[src/rtl/uart_tx.sv]
// uart_tx: serializes one frame per acceptance, one CLK per bit, optional even/odd parity.
module uart_tx #(
    parameter int DATA_WIDTH = 8
) (
    input  logic                  CLK,
    input  logic                  RST,
    input  logic [DATA_WIDTH-1:0] P_DATA,
    input  logic                  DATA_VALID,
    input  logic                  PAR_EN,
    input  logic                  PAR_TYP,
    output logic                  TX_OUT,
    output logic                  busy
);
    localparam int CW = $clog2(DATA_WIDTH);
    localparam logic [CW-1:0] LAST = CW'(DATA_WIDTH - 1);

    typedef enum logic [2:0] {IDLE, START, DATA, PARITY, STOP} state_t;

    state_t                state, state_nxt;
    logic [CW-1:0]         cnt, cnt_nxt;
    logic [DATA_WIDTH-1:0] data, data_nxt;
    logic                  pen, pen_nxt, ptyp, ptyp_nxt, tx_nxt, accept;

    always_comb begin
        accept    = DATA_VALID && (state == IDLE || state == STOP);
        state_nxt = IDLE;
        cnt_nxt   = cnt;
        data_nxt  = accept ? P_DATA : data;
        pen_nxt   = accept ? PAR_EN : pen;
        ptyp_nxt  = accept ? PAR_TYP : ptyp;
        case (state)
            IDLE:    state_nxt = accept ? START : IDLE;
            START: begin
                state_nxt = DATA;
                cnt_nxt   = '0;
            end
            DATA: begin
                state_nxt = (cnt == LAST) ? (pen ? PARITY : STOP) : DATA;
                cnt_nxt   = (cnt == LAST) ? cnt : cnt + CW'(1);
            end
            PARITY:  state_nxt = STOP;
            STOP:    state_nxt = accept ? START : IDLE;
            default: state_nxt = IDLE;
        endcase
        // TX_OUT is registered, so the line value is derived from the next state
        tx_nxt = (state_nxt == START)  ? 1'b0 :
                 (state_nxt == DATA)   ? data_nxt[cnt_nxt] :
                 (state_nxt == PARITY) ? (^data_nxt) ^ ptyp_nxt : 1'b1;
    end

    always_ff @(posedge CLK or negedge RST) begin
        if (!RST) begin
            state  <= IDLE;
            cnt    <= '0;
            data   <= '0;
            pen    <= 1'b0;
            ptyp   <= 1'b0;
            TX_OUT <= 1'b1;
            busy   <= 1'b0;
        end else begin
            state  <= state_nxt;
            cnt    <= cnt_nxt;
            data   <= data_nxt;
            pen    <= pen_nxt;
            ptyp   <= ptyp_nxt;
            TX_OUT <= tx_nxt;
            busy   <= (state_nxt != IDLE);
        end
    end
endmodule

[config.mk]
export PLATFORM = sky130hd
export DESIGN_NAME = uart_tx
export DESIGN_NICKNAME = d
export VERILOG_FILES = /design/src/rtl/uart_tx.sv
export SDC_FILE = /design/constraint.sdc
export NUM_CORES = 1
export LEC_CHECK = 0
export BUFFER_PORTS_ARGS = -buffer_cell sky130_fd_sc_hd__buf_2
export CORE_UTILIZATION = 58
export DETAILED_ROUTE_END_ITERATION = 12
export GPL_ROUTABILITY_DRIVEN = 0
export PLACE_DENSITY = 0.81
export SETUP_SLACK_MARGIN = 0.15
export SLEW_MARGIN = 20
export SYNTH_ARGS = -nofsm -noshare
export SYNTH_HDL_FRONTEND = slang
export SYNTH_SLANG_ARGS = --single-unit
[constraint.sdc]
create_clock -name CLK -period 5.05 [get_ports CLK]
set_input_delay 1.01 -clock CLK [delete_from_list [all_inputs] [get_ports CLK]]
set_output_delay 1.01 -clock CLK [all_outputs]
set_load 0.01 [all_outputs]
# After elaboration in Yosys (flattened, before gate mapping)
# Cells that the tools add are included.
# W data, S select, Z words.
op_classes:
  add_sub_neg: 1
  multipliers: 0
  n_div: 0
  magnitude_cmp: 1
  n_eq_ne: 8
  n_shift: 0
  mux: 13
  n_bitwise: 1
  reduce_logical: 6
ops:
  columns: ["op", "count"]
  rows:
  - ["$eq A3 B2 Y1 const B", 4]
  - ["$pmux W3 S4", 1]
  - ["$mux W3", 3]
  - ["$mux W8", 1]
  - ["$reduce_xor A8 Y1", 1]
  - ["$eq A3 B1 Y1 const B", 2]
  - ["$eq A3 B3 Y1 const B", 2]
  - ["$mux W1", 6]
  - ["$pmux W3 S2", 1]
  - ["$lt A3 B4 Y1 const B", 1]
  - ["$add A3 B1 Y3 const B", 1]
  - ["$bmux W1 S3", 1]
  - ["$logic_not A3 Y1", 1]
  - ["$reduce_bool A3 Y1", 1]
  - ["$reduce_or A2 Y1", 1]
  - ["$logic_and A1 B1 Y1", 1]
  - ["$logic_or A1 B1 Y1", 1]
  - ["$xor A1 B1 Y1", 1]
totals:
  reg_bits: 18
  latchBits: 0
  ram_bits: 0
  mem_bits_ro: 0
  output_inout_bits: 2
  word_cells: 37
  n_memories: 0

# Longest topological paths before layout
# Gate-level depths: netlist of run 1.
depth:
  word_depth: 9
  ltp_mapped: 7

# Worst setup path after synthesis of run 1
# Ideal clock, no wire load.
synth_path:
  path_kind: "input to register"
  start: "input port DATA_VALID"
  end: "register TX_OUT"
  setup_time_ps: 79
  t_arrival_ps: 2267
  slack_ps: 2704
  stages: 4
  n_path_buf: 0
  path_cell_list: "nand2_4 mux4_1 mux4_2 a22o_1"
synth_between:
  elab_chain_len: 7
  elab_cells_between_ends: 15
  cone_classes: "eq/ne: 3; mux: 9; bitwise: 1; reduce/logical: 2"
synth_rtl:
  columns: ["item", "line", "source"]
  rows:
  - ["start: declaration", "8", "input logic DATA_VALID,"]
  - ["$logic_and A1 B1 Y1 (*)", "25", "accept = DATA_VALID && (state == IDLE || state == STOP);"]
  - ["$mux W1 / $mux W8 (equally long branches)", "32, 42, 28", null]
  - ["$pmux W3 S4 / $reduce_xor A8 Y1 (equally long branches)", "31, 48", null]
  - ["$eq A3 B2 Y1 / $xor A1 B1 Y1 (equally long branches)", "48", "(state_nxt == PARITY) ? (^data_nxt) ^ ptyp_nxt : 1'b1;"]
  - ["$mux W1", "48", null]
  - ["$mux W1", "47", "(state_nxt == DATA) ? data_nxt[cnt_nxt] :"]
  - ["$mux W1 (*)", "46", "tx_nxt = (state_nxt == START) ? 1'b0 :"]
  - ["net tx_nxt", "22", "logic pen, pen_nxt, ptyp, ptyp_nxt, tx_nxt, accept;"]
  - ["end signal: assignment", "66", "TX_OUT <= tx_nxt;"]
  - ["end: declaration", "11", "output logic TX_OUT,"]
# Mark *: on every way through the listed nets, which the timed path passes. The rest lies on a longest branch. The select of a mux whose other input is x is not followed.
# A chain may end at the register's enable or synchronous reset.

# Worst setup path after layout of run 1
# Same ends and word-level chain as after synthesis.

==> metrics.txt, run 1 <==
Sw Pwr=283 uW; slowest CP cell=mux4_1; CP Data Required Time=5.28 ns; CP cell instances=buf_2 > nand2_4 > mux4_1 > mux4_2 > a22o_1; Met1 Wirelength=717 um; top post-synthesis cells by area=dfrtp_1, nand2_1, mux4_2, xnor2_1, dfstp_2; core area=1510 um2; die span in x=42.4 um; Post-synth top cells=nand2_1, dfrtp_1, xnor2_1, a21oi_1, mux4_2; cts repair resizes=0; P per Cell Area=698 nW/um2; Synth top area share=45.0%; length of routed met2 wiring=899 um; Die ar.=1800 um2; Crit Path Category=input pin to register; layout cells sized above 1=25.5%; sum of negative setup slack=0 ns; Syn Nets=108; Rel. slew slack=65.9%; Hold-fix buffers, CTS=0; Hold WS=0.514 ns; DRC viols=0; Mapped Avg Cell Area=10.1 um2; Reg2Reg Depth=6; row cnt=14; internal power=460 uW; Met3 Wirelength=43 um; DR WL/cell=13.3 um; final setup margin=2.76 ns; startpoint types=input pin; RSZ-0062 raised after global routing=false; asr flop ratio synth=100%; H-tree depth=1; post-synthesis cell type count=25; drt total wl=1680 um; HPWL after DPL=1280 um; Largest delay share family, worst path=multiplexers; Gate power share=51.3%; Peak Freq=436 MHz; DR pass1 iterations=4; Clock Power Share=11.8%; port buffer count=14; Seq pwr share=36.9%; register area share after synthesis=47.8%; WP buf/inv=1; vias per cell=5.63; maxcap violations=0; largest net degree at the start of global routing=19; Clock Path Buffers=2; clock root cell=clkbuf_4; initial antenna violation count=0; Warnings, synthesis=0; TritonCTS buffer count=3; Post-synth EDFFs=0; critical path endpoint category=register; Max stage delay on crit path=0.56 ns; dpl ws=2.44 ns; first-pass GRT wire length=2970 um; Iter 0 DRT Violations=17; P_leak=0.000530 uW; Setup Skew=0.00417 ns; Area Growth Syn to Fin=12.6%; Hold WC Path Type=register to register; Starting Density=62.8%; Final Hold Fails=0; Max Transition Viols Final=0; most frequent cell after synthesis=nand2_1; gr usage total=22.9%; cells after synthesis=94; final period utilization=45.4%; sw frac=38.1%; CTS tree=yes; Die Height=42.4 um; Final Setup Violations=0; layout net count=125; Via Count=709; Synth Flop Type=dfrtp_1; Critical Path Fanout Max=16; status=completed; CTS Sinks=18; worst slew pin tran=0.509 ns; worst vdd ir=412 uV; Tmin final=2.29 ns; Highest Signal Layer=met4; hold path cells=2; antenna viol nets, final=0; antenna cells=0; Critical Path AT=2.52 ns; Reg clk slew, reported paths=0.10 ns; post-CTS setup buffer count=0; Crit. path cell count=5; register bit count reported by yosys=18; area leader, netlist=dfrtp_1; vias in the first global route=733; Cell Area, Synth=946 um2; Clk Latency, worst-skew pair=0.29 ns; gr ovfl total=0; Top Ports=15
## through the flow
step,power [uW],std cells,cell area [um2],utilization [%]
after floorplan,585,94,946,-
after global placement,642,122,1030,68.3
after detailed placement,663,122,1030,68.3
after CTS,748,126,1060,70.7
after global routing,809,126,1060,70.7
final,744,126,1060,70.7
## metal layers
metal / vias to the layer above / global-route usage [%]
met5: - / 0
met4: 0 / 11.3
met3: 2 / 3.88
met2: 15 / 38.2
met1: 345 / 28.9
li1: 347 / -
## worst reg2reg max path, cell delays in order, from the launching register on
cell	delay [ns]
dfrtp_1	0.48
nor2_1	0.12
a21oi_1	0.07
o21ai_1	0.42
mux4_2	0.40
mux4_2	0.46
a22o_1	0.19
## cells in the final DEF (no fill, tap or decap)
master,instances
inv_2,2
nor2_1,2
nor3b_1,1
mux4_1,1
xnor2_1,7
dfrtp_1,17
inv_1,3
mux2_2,1
o21ai_1,3
and2_1,1
nor2b_1,1
clkbuf_4,3
nand2_4,1
xor2_1,1
nand2_1,32
mux4_2,4
buf_2,14
o21ai_0,2
nor2_4,1
a22o_1,1
ha_1,1
dfstp_2,1
and3_1,2
o22ai_1,2
a32oi_1,1
clkbuf_8,1
a21oi_1,4
## power groups by stage
stage / registers (uW) / clock network, uW / logic [uW]
floorplan: 269 / 0 / 316
detailed placement: 277 / 0 / 385
global placement: 275 / 0 / 367
finish: 274 / 87.4 / 382
CTS: 275 / 88.1 / 385
global route: 283 / 96.9 / 429
## flip-flops by register name, indices dropped and copies added, names as in the netlist
name	count
data	8
cnt	3
state	3
TX_OUT	1
busy	1
pen	1
ptyp	1
## path summary, 6_finish.rpt
kind / end / slack (ns) / from
worst max register to register: TX_OUT / 2.86 / state[0]
worst min-delay path: ptyp / 0.51 / ptyp
worst min register to register: ptyp / 0.51 / ptyp
max in group asynchronous: TX_OUT / 4.11 / RST
worst max-delay path: TX_OUT / 2.76 / DATA_VALID
min in group asynchronous: ptyp / 0.62 / RST
## cell families after synthesis
| family | after synthesis | share of synthesized area, % |
|---|---|---|
| fa+ha+maj | 1 | 1.32 |
| simple gates | 41 | 19.3 |
| buf+inv | 7 | 2.78 |
| mux | 6 | 13.5 |
| compound gates | 13 | 7.94 |
| xor+xnor | 8 | 7.41 |
| flops | 18 | 47.8 |
## area by class of cell
cell class	count	area, um2
tap	16	20.0
sequential	18	452
fill	124	442
inverter	5	18.8
clock buffer	4	36.3
multi-input combinational	69	468
timing repair buffer	14	70.1
(Power assumes the default switching activity.)
==> run 2: changes to the inputs <==
CORE_UTILIZATION = 48   (was 58)
PLACE_DENSITY = 0.72   (was 0.81)
clock period = 2 ns   (was 5.05 ns; I/O delays follow)
==> metrics.txt, run 2 (synthesis results as in run 1) <==
Reg2Reg Setup Slack=0.07 ns (-2.79 ns); gr usage total=22.8% (-0.13 points); commonest non-fill, non-tap cell in the layout=nand2_1; sum of negative setup slack=0 ns (unchanged); H-tree depth=1 (unchanged); Final Setup Violations=0 (unchanged); clock root cell=clkbuf_4; DR WL/cell=14.4 um (+8.5%); Setup Skew=0.00264 ns (-0.00153 ns); Clock Path Buffers=2 (unchanged); Max Transition Viols Final=0 (unchanged); RSZ-0062 raised after global routing=true; P_leak=0.000586 uW (+11%); Hold WS=0.00863 ns (-0.506 ns); worst vdd ir=1020 uV (+150%); TritonCTS buffer count=3 (unchanged); HPWL after DPL=1470 um (+15%); Via Count=792 (+12%); maxcap violations=0 (unchanged); DRC viols=0 (unchanged); row cnt=15 (+1); Critical Path Fanout Max=5 (-11); startpoint types=register; Area Growth Syn to Fin=27.0%; Tmin final=1.93 ns; Clk Latency, worst-skew pair=0.30 ns (about the same); DR pass1 iterations=4 (unchanged); gr ovfl total=0 (unchanged); most frequent cells in the layout=nand2_1, dfrtp_1, buf_2; largest net degree at the start of global routing=19 (unchanged); Critical Path AT=2.18 ns (-0.34 ns); Most flops, register=data; status=completed; vias per cell=5.42 (-3.6%); CTS tree=yes; Top Ports=15 (unchanged); Final Hold Fails=0 (unchanged); CP Data Required Time=2.24 ns (-3.04 ns); Reg clk slew, reported paths=0.10 ns (about the same); worst slew pin tran=0.448 ns (-0.0604 ns); final period utilization=96.6%; first-pass GRT wire length=3370 um (+13%); Hold WC Path Type=input pin to asynchronous set/reset pin; port buffer count=14 (unchanged); initial antenna violation count=0 (unchanged); Rel. slew slack=70.1% (+4.3 points); core area=1780 um2 (+18%); drt total wl=2110 um (+26%); vias in the first global route=802 (+9.4%); max reg flops=8 (unchanged); die span in x=46.4 um (+9.4%); largest registers=data (8), cnt (3), state (3); Die ar.=2150 um2 (+20%); P per Cell Area=1780 nW/um2 (+150%); critical path endpoint category=register; antenna viol nets, final=0 (unchanged); Die Height=46.4 um (+9.4%); antenna cells=0 (unchanged); Peak Freq=518 MHz; Crit Path Category=register to register; Iter 0 DRT Violations=7 (-10); layout net count=136 (+8.8%); Starting Density=53.1% (-9.7 points); layout cells sized above 1=39.7% (+14 points); CTS Sinks=18 (unchanged)
==> run 2: final cells by class <==
cell class              count  area, um2
inverters                   5       21.3
flip-flops and latches     18        454
well taps                  25       31.3
fillers                   154        582
multi-input cells          69        505
repair buffers             25        153
clock buffers               4       36.3
==> run 2: stage by stage <==
step                instance area, um2  total power, uW  utilization [%]  worst slack (ns)  instances
floorplan                          951             1490                -             0.158         94
global placement                  1080             1700             60.7            0.0605        136
detailed placement                1080             1760             60.7            0.0185        136
CTS                               1150             2030             64.4            0.0311        142
global route                      1200             2290             67.4           0.00187        146
finish                            1200             2130             67.4            0.0677        146
==> run 2: timing repair <==
item	CTS	global route
buffers inserted	2	4
pin swaps	3	3
resized for setup	4	6
endpoints found under the hold margin	0	0
setup endpoints to repair	1	1
hold buffers	0	0
==> run 2: worst max-delay path, cell delays in order (launching register included) <==
cell	delay, ns
dfrtp_2	0.46
buf_4	0.16
inv_4	0.04
o21ai_2	0.16
o21ai_4	0.11
mux4_2	0.30
mux4_2	0.46
a22o_1	0.19
==> run 2: worst paths after layout <==
kind                          start      end  cells past startpoint
setup reg to reg           state[0]   TX_OUT                      7
hold reg to reg                ptyp     ptyp                      2
max in group asynchronous       RST   TX_OUT                      1
setup / recovery           state[0]   TX_OUT                      7
min in group CLK            PAR_TYP     ptyp                      3
hold / removal                  RST  data[4]                      1
==> run 2: per-layer routing <==
metal / track usage (%) / routed length [um] / up-vias
li1: - / - / 369
met1: 27.6 / 844 / 387
met2: 38.1 / 1140 / 30
met3: 3.14 / 81 / 6
met4: 13.5 / 48 / 0
met5: 0 / 0 / -
==> run 2: power by group <==
group / leakage, uW / switching (uW) / internal (uW)
Sequential: 0.000218 / 157 / 545
Clock: 0.0000210 / 119 / 111
Combinational: 0.000347 / 560 / 642
Total: 0.000586 / 836 / 1300
==> run 3: changes to the inputs <==
PLACE_DENSITY = 0.82   (was 0.72)
==> metrics.txt, run 3 (synthesis results as in run 1) <==
Reg clk slew, reported paths=0.10 ns (about the same); antenna cells=0 (unchanged); WP buf/inv=0 (-2); FF-to-FF End=TX_OUT; Via Count=763 (-3.7%); Final Setup Violations=0 (unchanged); dpl cell area=1070 um2 (-0.69%); layout net count=135 (-0.74%); CP Data Required Time=2.23 ns (about the same); Met3 Wirelength=61 um (-25%); Final Hold Fails=0 (unchanged); Max Transition Viols Final=0 (unchanged); TritonCTS buffer count=3 (unchanged); Starting Density=53.1% (unchanged); Critical Path AT=2.16 ns (-0.02 ns); layout cells sized above 1=34.2% (-5.5 points); final instance area=1160 um2 (-3.7%); CP cell instances=nor2_1 > a21oi_1 > o21ai_2 > mux4_2 > mux4_2 > a22o_1; initial antenna violation count=0 (unchanged); P_leak=0.000575 uW (-2.0%); DR pass1 iterations=4 (unchanged); CTS tree=yes; Highest Signal Layer=met4; Reg2Reg Depth=6 (-1); RSZ-0062 raised after global routing=true; antenna viol nets, final=0 (unchanged); sum of negative setup slack=0 ns (unchanged); fillers=154 (unchanged); slowest CP cell=mux4_2; vias in the first global route=713 (-11%); cell mode on critical path=mux4_2; Rel. slew slack=71.0% (+0.89 points); Hold WS=0.0120 ns (+0.00334 ns); Clk Latency, worst-skew pair=0.30 ns (about the same); R2R Path Start=state[0]; Iter 0 DRT Violations=3 (-4); max reg flops=8 (unchanged); CTS Sinks=18 (unchanged); Hold-fix buffers, CTS=0 (unchanged); Die ar.=2150 um2 (unchanged); length of routed met2 wiring=1020 um (-11%); clock root cell=clkbuf_4; worst slew pin tran=0.435 ns (-0.0133 ns); DR WL/cell=13.1 um (-9.4%); Critical Path Fanout Max=5 (unchanged); row cnt=15 (unchanged); status=completed; Clock Path Buffers=2 (unchanged); HPWL after DPL=1390 um (-5.5%); startpoint types=register; Largest delay share family, worst path=multiplexers; Peak Freq=516 MHz (-0.20%); DRC viols=0 (unchanged); gr ovfl total=0 (unchanged); P per Cell Area=1730 nW/um2 (-2.8%); Die Height=46.4 um (unchanged); Met1 Wirelength=794 um (-5.9%); Setup Skew=0.00899 ns (+0.00635 ns); gr usage total=20.9% (-1.9 points); Tmin final=1.94 ns (+0.00386 ns); total power=2000 uW (-6.4%); Area Growth Syn to Fin=22.2%; Max stage delay on crit path=0.46 ns (about the same); final period utilization=96.8% (+0.19 points); drt total wl=1900 um (-10%); H-tree depth=1 (unchanged); Top Ports=15 (unchanged); maxcap violations=0 (unchanged); Reg2Reg Setup Slack=0.06 ns (about the same); largest registers=data (8), cnt (3), state (3); critical path endpoint category=register; worst vdd ir=996 uV (-2.2%); Crit Path Category=register to register; commonest non-fill, non-tap cell in the layout=nand2_1; Hold WC Path Type=input pin to asynchronous set/reset pin; first-pass GRT wire length=3030 um (-10%); port buffer count=14 (unchanged); die span in x=46.4 um (unchanged); core area=1780 um2 (unchanged); most frequent cells in the layout=nand2_1, dfrtp_1, buf_2; vias per cell=5.26 (-3.0%); post-layout util=64.8% (-2.5 points); Most flops, register=data; largest net degree at the start of global routing=19 (unchanged)
run 3: worst max path at each step:
stage	from	to	slack, ns	cells past startpoint
after floorplan	cnt[0]	TX_OUT	0.16	7
after global placement	state[0]	TX_OUT	0.08	6
after detailed placement	cnt[1]	TX_OUT	0.03	7
after CTS	state[0]	TX_OUT	0.05	6
after global routing	state[0]	TX_OUT	-0.008	6
final	state[0]	TX_OUT	0.06	6
run 3: per-stage QoR:
stage / cells / setup slack (ns)
6_report: 145 / 0.0639
5_1_grt: 145 / -0.00787
4_1_cts: 144 / 0.0494
3_5_place_dp: 135 / 0.0275
3_3_place_gp: 135 / 0.0774
2_1_floorplan: 94 / 0.158
run 3: power by group:
| part | switching [uW] | internal [uW] | total, uW |
|---|---|---|---|
| Sequential | 138 | 545 | 683 |
| Clock | 107 | 77.7 | 185 |
| Combinational | 510 | 618 | 1130 |
run 3: what timing repair did:
item,CTS,global route
pin swaps,1,1
endpoints found under the setup margin,1,1
hold endpoints to repair,0,0
resized for setup,2,1
buffers inserted,5,1
run 3: per-layer routing:
metal | GRT usage [%] | vias to the layer above
li1 | - | 371
met1 | 24.3 | 374
met2 | 36.4 | 15
met3 | 4.71 | 3
met4 | 8.82 | 0
met5 | 0 | -
run 3: final cells by class:
type | count | area, um2 | share of cell area [%]
Inverter | 5 | 21.3 | 1.84
Sequential cell | 18 | 454 | 39.3
Multi-Input combinational cell | 69 | 478 | 41.3
Tap cell | 25 | 31.3 | 2.71
Timing Repair Buffer | 24 | 145 | 12.6
Clock buffer | 4 | 26.3 | 2.27
